### src/rtl/as_lsu_ctrl_pkg.sv
// Shared types, funct3 encodings and helpers for the load/store controller.
package as_lsu_ctrl_pkg;

  localparam int unsigned LSU_XLEN  = 64;
  localparam int unsigned LSU_LANES = LSU_XLEN / 8;

  localparam logic [63:0] GPIO_BASE_DEF = 64'h0000_0000_0001_0000;
  localparam logic [63:0] GPIO_SIZE_DEF = 64'h100;

  typedef enum logic [1:0] {IDLE, BEAT0, BEAT1, RESP} lsu_state_t;

  localparam logic [2:0] F3_LB  = 3'b000;
  localparam logic [2:0] F3_LH  = 3'b001;
  localparam logic [2:0] F3_LW  = 3'b010;
  localparam logic [2:0] F3_LD  = 3'b011;
  localparam logic [2:0] F3_LBU = 3'b100;
  localparam logic [2:0] F3_LHU = 3'b101;
  localparam logic [2:0] F3_LWU = 3'b110;
  localparam logic [2:0] F3_SB  = 3'b000;
  localparam logic [2:0] F3_SH  = 3'b001;
  localparam logic [2:0] F3_SW  = 3'b010;
  localparam logic [2:0] F3_SD  = 3'b011;

  // Latched core request; size is log2 of the byte count.
  typedef struct packed {
    logic                we;
    logic [1:0]          size;
    logic                uns;
    logic [LSU_XLEN-1:0] addr;
    logic [LSU_XLEN-1:0] wdata;
  } lsu_req_t;

  function automatic logic f3_legal(input logic we, input logic [2:0] f3);
    return we ? (f3 <= F3_SD) : (f3 <= F3_LWU);
  endfunction

  function automatic logic misaligned(input logic [2:0] off, input logic [1:0] size);
    logic mis;
    case (size)
      2'd0:    mis = 1'b0;
      2'd1:    mis = off[0];
      2'd2:    mis = |off[1:0];
      default: mis = |off;
    endcase
    return mis;
  endfunction

endpackage

### src/rtl/as_lsu_align.sv
// Lane alignment: byte enables, write-data lane shifts and read merge/extension.
module as_lsu_align
  import as_lsu_ctrl_pkg::*;
#(
  parameter int unsigned XLEN = LSU_XLEN
) (
  input  logic [1:0]      size,
  input  logic [2:0]      offset,
  input  logic            uns,
  input  logic [XLEN-1:0] wdata,
  input  logic [XLEN-1:0] rbeat0,
  input  logic [XLEN-1:0] rbeat1,
  output logic [7:0]      be0_c,
  output logic [7:0]      be1_c,
  output logic [XLEN-1:0] wdata0_c,
  output logic [XLEN-1:0] wdata1_c,
  output logic [XLEN-1:0] rdata_c,
  output logic            split_c
);

  logic [3:0]        nbytes;
  logic [15:0]       mask_w;
  logic [2*XLEN-1:0] wlane;
  logic [XLEN-1:0]   raw;

  always_comb begin
    nbytes   = 4'(4'd1 << size);
    mask_w   = 16'(((16'd1 << nbytes) - 16'd1) << offset);
    be0_c    = mask_w[7:0];
    be1_c    = mask_w[15:8];
    split_c  = ({1'b0, offset} + nbytes) > 4'd8;
    // Shifting through a double-width word yields both beats' lanes at once.
    wlane    = {{XLEN{1'b0}}, wdata} << {offset, 3'b000};
    wdata0_c = wlane[XLEN-1:0];
    wdata1_c = wlane[2*XLEN-1:XLEN];
    raw      = XLEN'({rbeat1, rbeat0} >> {offset, 3'b000});
    case (size)
      2'd0:    rdata_c = uns ? XLEN'(raw[7:0])  : {{(XLEN-8){raw[7]}},   raw[7:0]};
      2'd1:    rdata_c = uns ? XLEN'(raw[15:0]) : {{(XLEN-16){raw[15]}}, raw[15:0]};
      2'd2:    rdata_c = uns ? XLEN'(raw[31:0]) : {{(XLEN-32){raw[31]}}, raw[31:0]};
      default: rdata_c = raw;
    endcase
  end

endmodule

### src/rtl/as_lsu_ctrl.sv
// Load/store sequencer: one core access at a time, split into at most two aligned bus beats.
module as_lsu_ctrl
  import as_lsu_ctrl_pkg::*;
#(
  parameter int unsigned      XLEN      = LSU_XLEN,
  parameter logic [XLEN-1:0]  GPIO_BASE = XLEN'(GPIO_BASE_DEF),
  parameter logic [XLEN-1:0]  GPIO_SIZE = XLEN'(GPIO_SIZE_DEF)
) (
  input  logic            clk_i,
  input  logic            rst_i,
  input  logic            req_i,
  input  logic            we_i,
  input  logic [2:0]      funct3_i,
  input  logic [XLEN-1:0] addr_i,
  input  logic [XLEN-1:0] wdata_i,
  output logic            ready_o,
  output logic            rvalid_o,
  output logic [XLEN-1:0] rdata_o,
  output logic            err_o,
  output logic            bus_req_o,
  output logic            bus_we_o,
  output logic [XLEN-1:0] bus_addr_o,
  output logic [7:0]      bus_be_o,
  output logic [XLEN-1:0] bus_wdata_o,
  input  logic            bus_ack_i,
  input  logic [XLEN-1:0] bus_rdata_i,
  output logic            cs_o
);

  localparam logic [XLEN-1:0] BEAT_STRIDE = XLEN'(8);

  lsu_state_t      state_q, state_d;
  lsu_req_t        req_q, req_d, in_req, cur_req;
  logic [XLEN-1:0] buf0_q, buf0_d, buf1_q, buf1_d;
  logic [XLEN-1:0] beat0_addr;

  logic            ready_d, rvalid_d, err_d, cs_d;
  logic [XLEN-1:0] rdata_d;
  logic            bus_req_d, bus_we_d;
  logic [XLEN-1:0] bus_addr_d, bus_wdata_d;
  logic [7:0]      bus_be_d;

  logic [7:0]      be0, be1;
  logic [XLEN-1:0] wdata0, wdata1, merged;
  logic            split;

  function automatic logic in_gpio(input logic [XLEN-1:0] a);
    return (a & ~(GPIO_SIZE - XLEN'(1))) == GPIO_BASE;
  endfunction

  // In IDLE the aligner looks at the incoming request so beat 0 can launch on acceptance.
  always_comb begin
    in_req.we    = we_i;
    in_req.size  = funct3_i[1:0];
    in_req.uns   = funct3_i[2];
    in_req.addr  = addr_i;
    in_req.wdata = wdata_i;
    cur_req      = (state_q == IDLE) ? in_req : req_q;
    beat0_addr   = {cur_req.addr[XLEN-1:3], 3'b000};
  end

  as_lsu_align #(.XLEN(XLEN)) u_align (
    .size     (cur_req.size),
    .offset   (cur_req.addr[2:0]),
    .uns      (cur_req.uns),
    .wdata    (cur_req.wdata),
    .rbeat0   (buf0_q),
    .rbeat1   (buf1_q),
    .be0_c    (be0),
    .be1_c    (be1),
    .wdata0_c (wdata0),
    .wdata1_c (wdata1),
    .rdata_c  (merged),
    .split_c  (split)
  );

  // Next-state and next-output logic.
  always_comb begin
    state_d     = state_q;
    req_d       = req_q;
    buf0_d      = buf0_q;
    buf1_d      = buf1_q;
    ready_d     = 1'b0;
    rvalid_d    = 1'b0;
    rdata_d     = '0;
    err_d       = 1'b0;
    bus_req_d   = bus_req_o;
    bus_we_d    = bus_we_o;
    bus_addr_d  = bus_addr_o;
    bus_be_d    = bus_be_o;
    bus_wdata_d = bus_wdata_o;

    case (state_q)
      IDLE: begin
        ready_d = 1'b1;
        if (req_i) begin
          if (!f3_legal(we_i, funct3_i) ||
              (in_gpio(addr_i) && misaligned(addr_i[2:0], funct3_i[1:0]))) begin
            err_d = 1'b1;
          end else begin
            req_d       = in_req;
            state_d     = BEAT0;
            ready_d     = 1'b0;
            bus_req_d   = 1'b1;
            bus_we_d    = we_i;
            bus_addr_d  = beat0_addr;
            bus_be_d    = be0;
            bus_wdata_d = wdata0;
          end
        end
      end
      BEAT0: begin
        if (bus_ack_i) begin
          buf0_d      = bus_rdata_i;
          bus_req_d   = 1'b0;
          bus_we_d    = 1'b0;
          bus_addr_d  = '0;
          bus_be_d    = '0;
          bus_wdata_d = '0;
          state_d     = split ? BEAT1 : RESP;
        end
      end
      BEAT1: begin
        // First BEAT1 cycle is the mandatory idle gap on the bus.
        if (!bus_req_o) begin
          bus_req_d   = 1'b1;
          bus_we_d    = req_q.we;
          bus_addr_d  = beat0_addr + BEAT_STRIDE;
          bus_be_d    = be1;
          bus_wdata_d = wdata1;
        end else if (bus_ack_i) begin
          buf1_d      = bus_rdata_i;
          bus_req_d   = 1'b0;
          bus_we_d    = 1'b0;
          bus_addr_d  = '0;
          bus_be_d    = '0;
          bus_wdata_d = '0;
          state_d     = RESP;
        end
      end
      RESP: begin
        rvalid_d = 1'b1;
        rdata_d  = req_q.we ? '0 : merged;
        ready_d  = 1'b1;
        state_d  = IDLE;
      end
      default: state_d = IDLE;
    endcase

    cs_d = bus_req_d && in_gpio(bus_addr_d);
  end

  // State and registered outputs.
  always_ff @(posedge clk_i or negedge rst_i) begin
    if (!rst_i) begin
      state_q     <= IDLE;
      req_q       <= '0;
      buf0_q      <= '0;
      buf1_q      <= '0;
      ready_o     <= 1'b1;
      rvalid_o    <= 1'b0;
      rdata_o     <= '0;
      err_o       <= 1'b0;
      bus_req_o   <= 1'b0;
      bus_we_o    <= 1'b0;
      bus_addr_o  <= '0;
      bus_be_o    <= '0;
      bus_wdata_o <= '0;
      cs_o        <= 1'b0;
    end else begin
      state_q     <= state_d;
      req_q       <= req_d;
      buf0_q      <= buf0_d;
      buf1_q      <= buf1_d;
      ready_o     <= ready_d;
      rvalid_o    <= rvalid_d;
      rdata_o     <= rdata_d;
      err_o       <= err_d;
      bus_req_o   <= bus_req_d;
      bus_we_o    <= bus_we_d;
      bus_addr_o  <= bus_addr_d;
      bus_be_o    <= bus_be_d;
      bus_wdata_o <= bus_wdata_d;
      cs_o        <= cs_d;
    end
  end

endmodule

### config.mk
export PLATFORM = sky130hd
export DESIGN_NAME = as_lsu_ctrl
export DESIGN_NICKNAME = d
export VERILOG_FILES = /design/src/rtl/as_lsu_ctrl_pkg.sv /design/src/rtl/as_lsu_align.sv /design/src/rtl/as_lsu_ctrl.sv
export SDC_FILE = /design/constraint.sdc
export NUM_CORES = 1
export LEC_CHECK = 0
export CORE_UTILIZATION = 45
export DETAILED_ROUTE_END_ITERATION = 7
export PLACE_DENSITY = 0.68
export SLEW_MARGIN = 0
export SYNTH_ARGS = -nofsm -noshare
export SYNTH_HDL_FRONTEND = slang
export SYNTH_HIERARCHICAL = 1
export SYNTH_SLANG_ARGS = --single-unit
### constraint.sdc
create_clock -name clk_i -period 7.7 [get_ports clk_i]
set_clock_uncertainty 0.1 [all_clocks]
set_input_delay 0.77 -clock clk_i [delete_from_list [all_inputs] [get_ports clk_i]]
set_output_delay 0.77 -clock clk_i [all_outputs]
set_load 0.02 [all_outputs]
==> impl_metrics.tcl <==
set metrics [dict create \
    outcome "complete, no violations" \
    ir_drop_mv 0.428 \
    cts_buffers 55 \
    p_sw_mw 7.99 \
    nFillCells 5469 \
    critPathLaunchType "flop" \
    critPathBufInv 1 \
    cts.clk_slew.worst_paths_ps 60 \
    num_vias 25800 \
    grt_setup_unrepaired "false" \
    core_sq_um 61900 \
    drtPass1Iterations 6 \
    area_growth_syn_to_layout_pct 22.8 \
    final_cell_mix "600 x nand2_1, 459 x dfrtp_1, 404 x clkdlybuf4s50_1" \
    crit_family "simple AND/OR/NAND/NOR gates" \
    clockBufferDepth 3 \
    cap_violations 0 \
    ctsResizeCount 0 \
    worstRegToRegCells 14 \
    regArea_sq_um 11500 \
    clock_latency_ps 620 \
    crit_chain "inv_1, ha_4, mux2_2, ha_1, nand4_1, a22oi_1, nand3_1, nor4_1, xnor2_1, o21ai_0, a2111o_1, or3_1, nor4_1, and4_1" \
    initial_core_util_pct 45.8 \
    worstSetupPathDepth 14 \
    drt_iter0_markers 2859 \
    dp_hpwl_microns 79500 \
    pwr-share-seq_pct 24.7 \
    worst_pin_slew_ps 1250 \
    grt_max_degree 150 \
    yosysWarnings 6 \
    syn_area_per_cell_sq_um 9.38 \
    cp_common_cell "nor4_1" \
    slowest_delay_ps 1000 \
    grt-ovfl-total 0 \
    port_buffers 405 \
    hold_path.class "in -> async" \
    power_frac_comb_pct 59.4 \
    final_common_cell "nand2_1" \
    fp.dieW_microns 253 \
    hold_buffers 0 \
    cts_setup_buffers 0 \
    grt_pass1_wl_microns 164000 \
    worst_hold_slack_ps 28.6 \
    p_sw_share_pct 46.3 \
    fin_crit_ps 6170 \
    setup_viol 0 \
    slowest_stage "nor4_1" \
    post-route-drc-count 0 \
    wl_microns 110000 \
    fin_crit_sh_pct 80.2 \
    grt_usage_pct 34.0 \
    gp_congestion 1.01 \
    ant_nets 0 \
    io_pins 406 \
    cts_tree "done" \
    multiInputGateArea_sq_um 15800 \
    fmax_ghz 0.162 \
    clockRootBuffer "clkbuf_16" \
    hold_viol 0 \
    p_per_area_nw_per_um2 496 \
    avgRoutedWirePerCell_microns 26.3 \
    slew_violations 0 \
    leakage_nw 15.0 \
    finish.instance_area_sq_um 34800 \
    htreeDepth 2 \
    p_int_mw 9.29 \
    grt_pass1_vias 25300 \
    die_area_sq_um 64000 \
    syn-cell-area_sq_um 28400 \
    antenna_found_initial 15 \
    drive_gt1_share_pct 13.9 \
    relSlewSlack_pct 16.4 \
    placement.cell_area_sq_um 32900 \
    crit_fanout 74 \
    cp-end-kind "flop" \
    clock_power_share_pct 15.9 \
    tns_ps 0 \
    required_ps 8150 \
    clock-sinks 460 \
    viasPerCell 6.13 \
    syn_inst 3022 \
    rows 91 \
    crit_arrival_ps 6630 \
    crit_type "reg -> reg" \
    dieHeight_microns 253 \
    final_nets 3523 \
]
## final cells by class
cell class / count / area share, %
multi-input combinational: 2318 / 45.3
sequential: 460 / 33.1
timing repair buffer: 456 / 12.9
clock buffer: 81 / 4.52
tap: 837 / 3.01
clock inverter: 20 / 0.880
inverter: 22 / 0.241
antenna: 9 / 0.0647
## path summary, 6_finish.rpt
path                                         from                           to  slack [ps]
max reg2reg                state_q[0]$_DFFE_PN0P_               cs_o$_DFF_PN0_        1530
min reg2reg                 req_q[61]$_DFFE_PN0P_        req_q[61]$_DFFE_PN0P_         370
max in group asynchronous                   rst_i  bus_wdata_o[63]$_DFFE_PN0P_        6070
min in group clk_i          req_q[61]$_DFFE_PN0P_        req_q[61]$_DFFE_PN0P_         370
min                                         rst_i       req_q[113]$_DFFE_PN0P_          30
max                        state_q[0]$_DFFE_PN0P_               cs_o$_DFF_PN0_        1530
## sequential cells by signal, summed over array words and instances (netlist names), 2 cells and up
| name | cells |
|---|---|
| buf0_q | 64 |
| req_q | 132 |
| buf1_q | 56 |
| rdata_o | 64 |
| bus_be_o | 8 |
| bus_wdata_o | 64 |
| state_q | 2 |
| bus_addr_o | 64 |
## per-stage QoR
step | util [%] | total power [mW] | std cells | setup slack [ps]
after floorplan | - | 11.0 | 3029 | 1020
after global placement | 53.1 | 14.2 | 4093 | 1870
after detailed placement | 53.1 | 14.3 | 4093 | 1750
after CTS | 56.2 | 17.2 | 4194 | 1750
after global routing | 56.2 | 18.2 | 4198 | 1280
final | 56.2 | 17.3 | 4203 | 1530
## power groups by stage
stage | sequential [mW] | combinational, mW | clock (mW)
after floorplan | 4.36 | 6.65 | 0
after global placement | 4.24 | 9.97 | 0
after detailed placement | 4.27 | 10.1 | 0
after CTS | 4.24 | 10.1 | 2.80
after global routing | 4.37 | 11.0 | 2.89
final | 4.26 | 10.3 | 2.75
## layer usage
layer	vias up	global-route usage, %	wire length (microns)
met5	-	0	80
met3	223	6.89	9580
met2	1264	53.0	50200
met4	12	14.4	4550
met1	12900	46.1	45900
li1	11400	-	-
No activity file was read; power rests on OpenSTA's default activity.
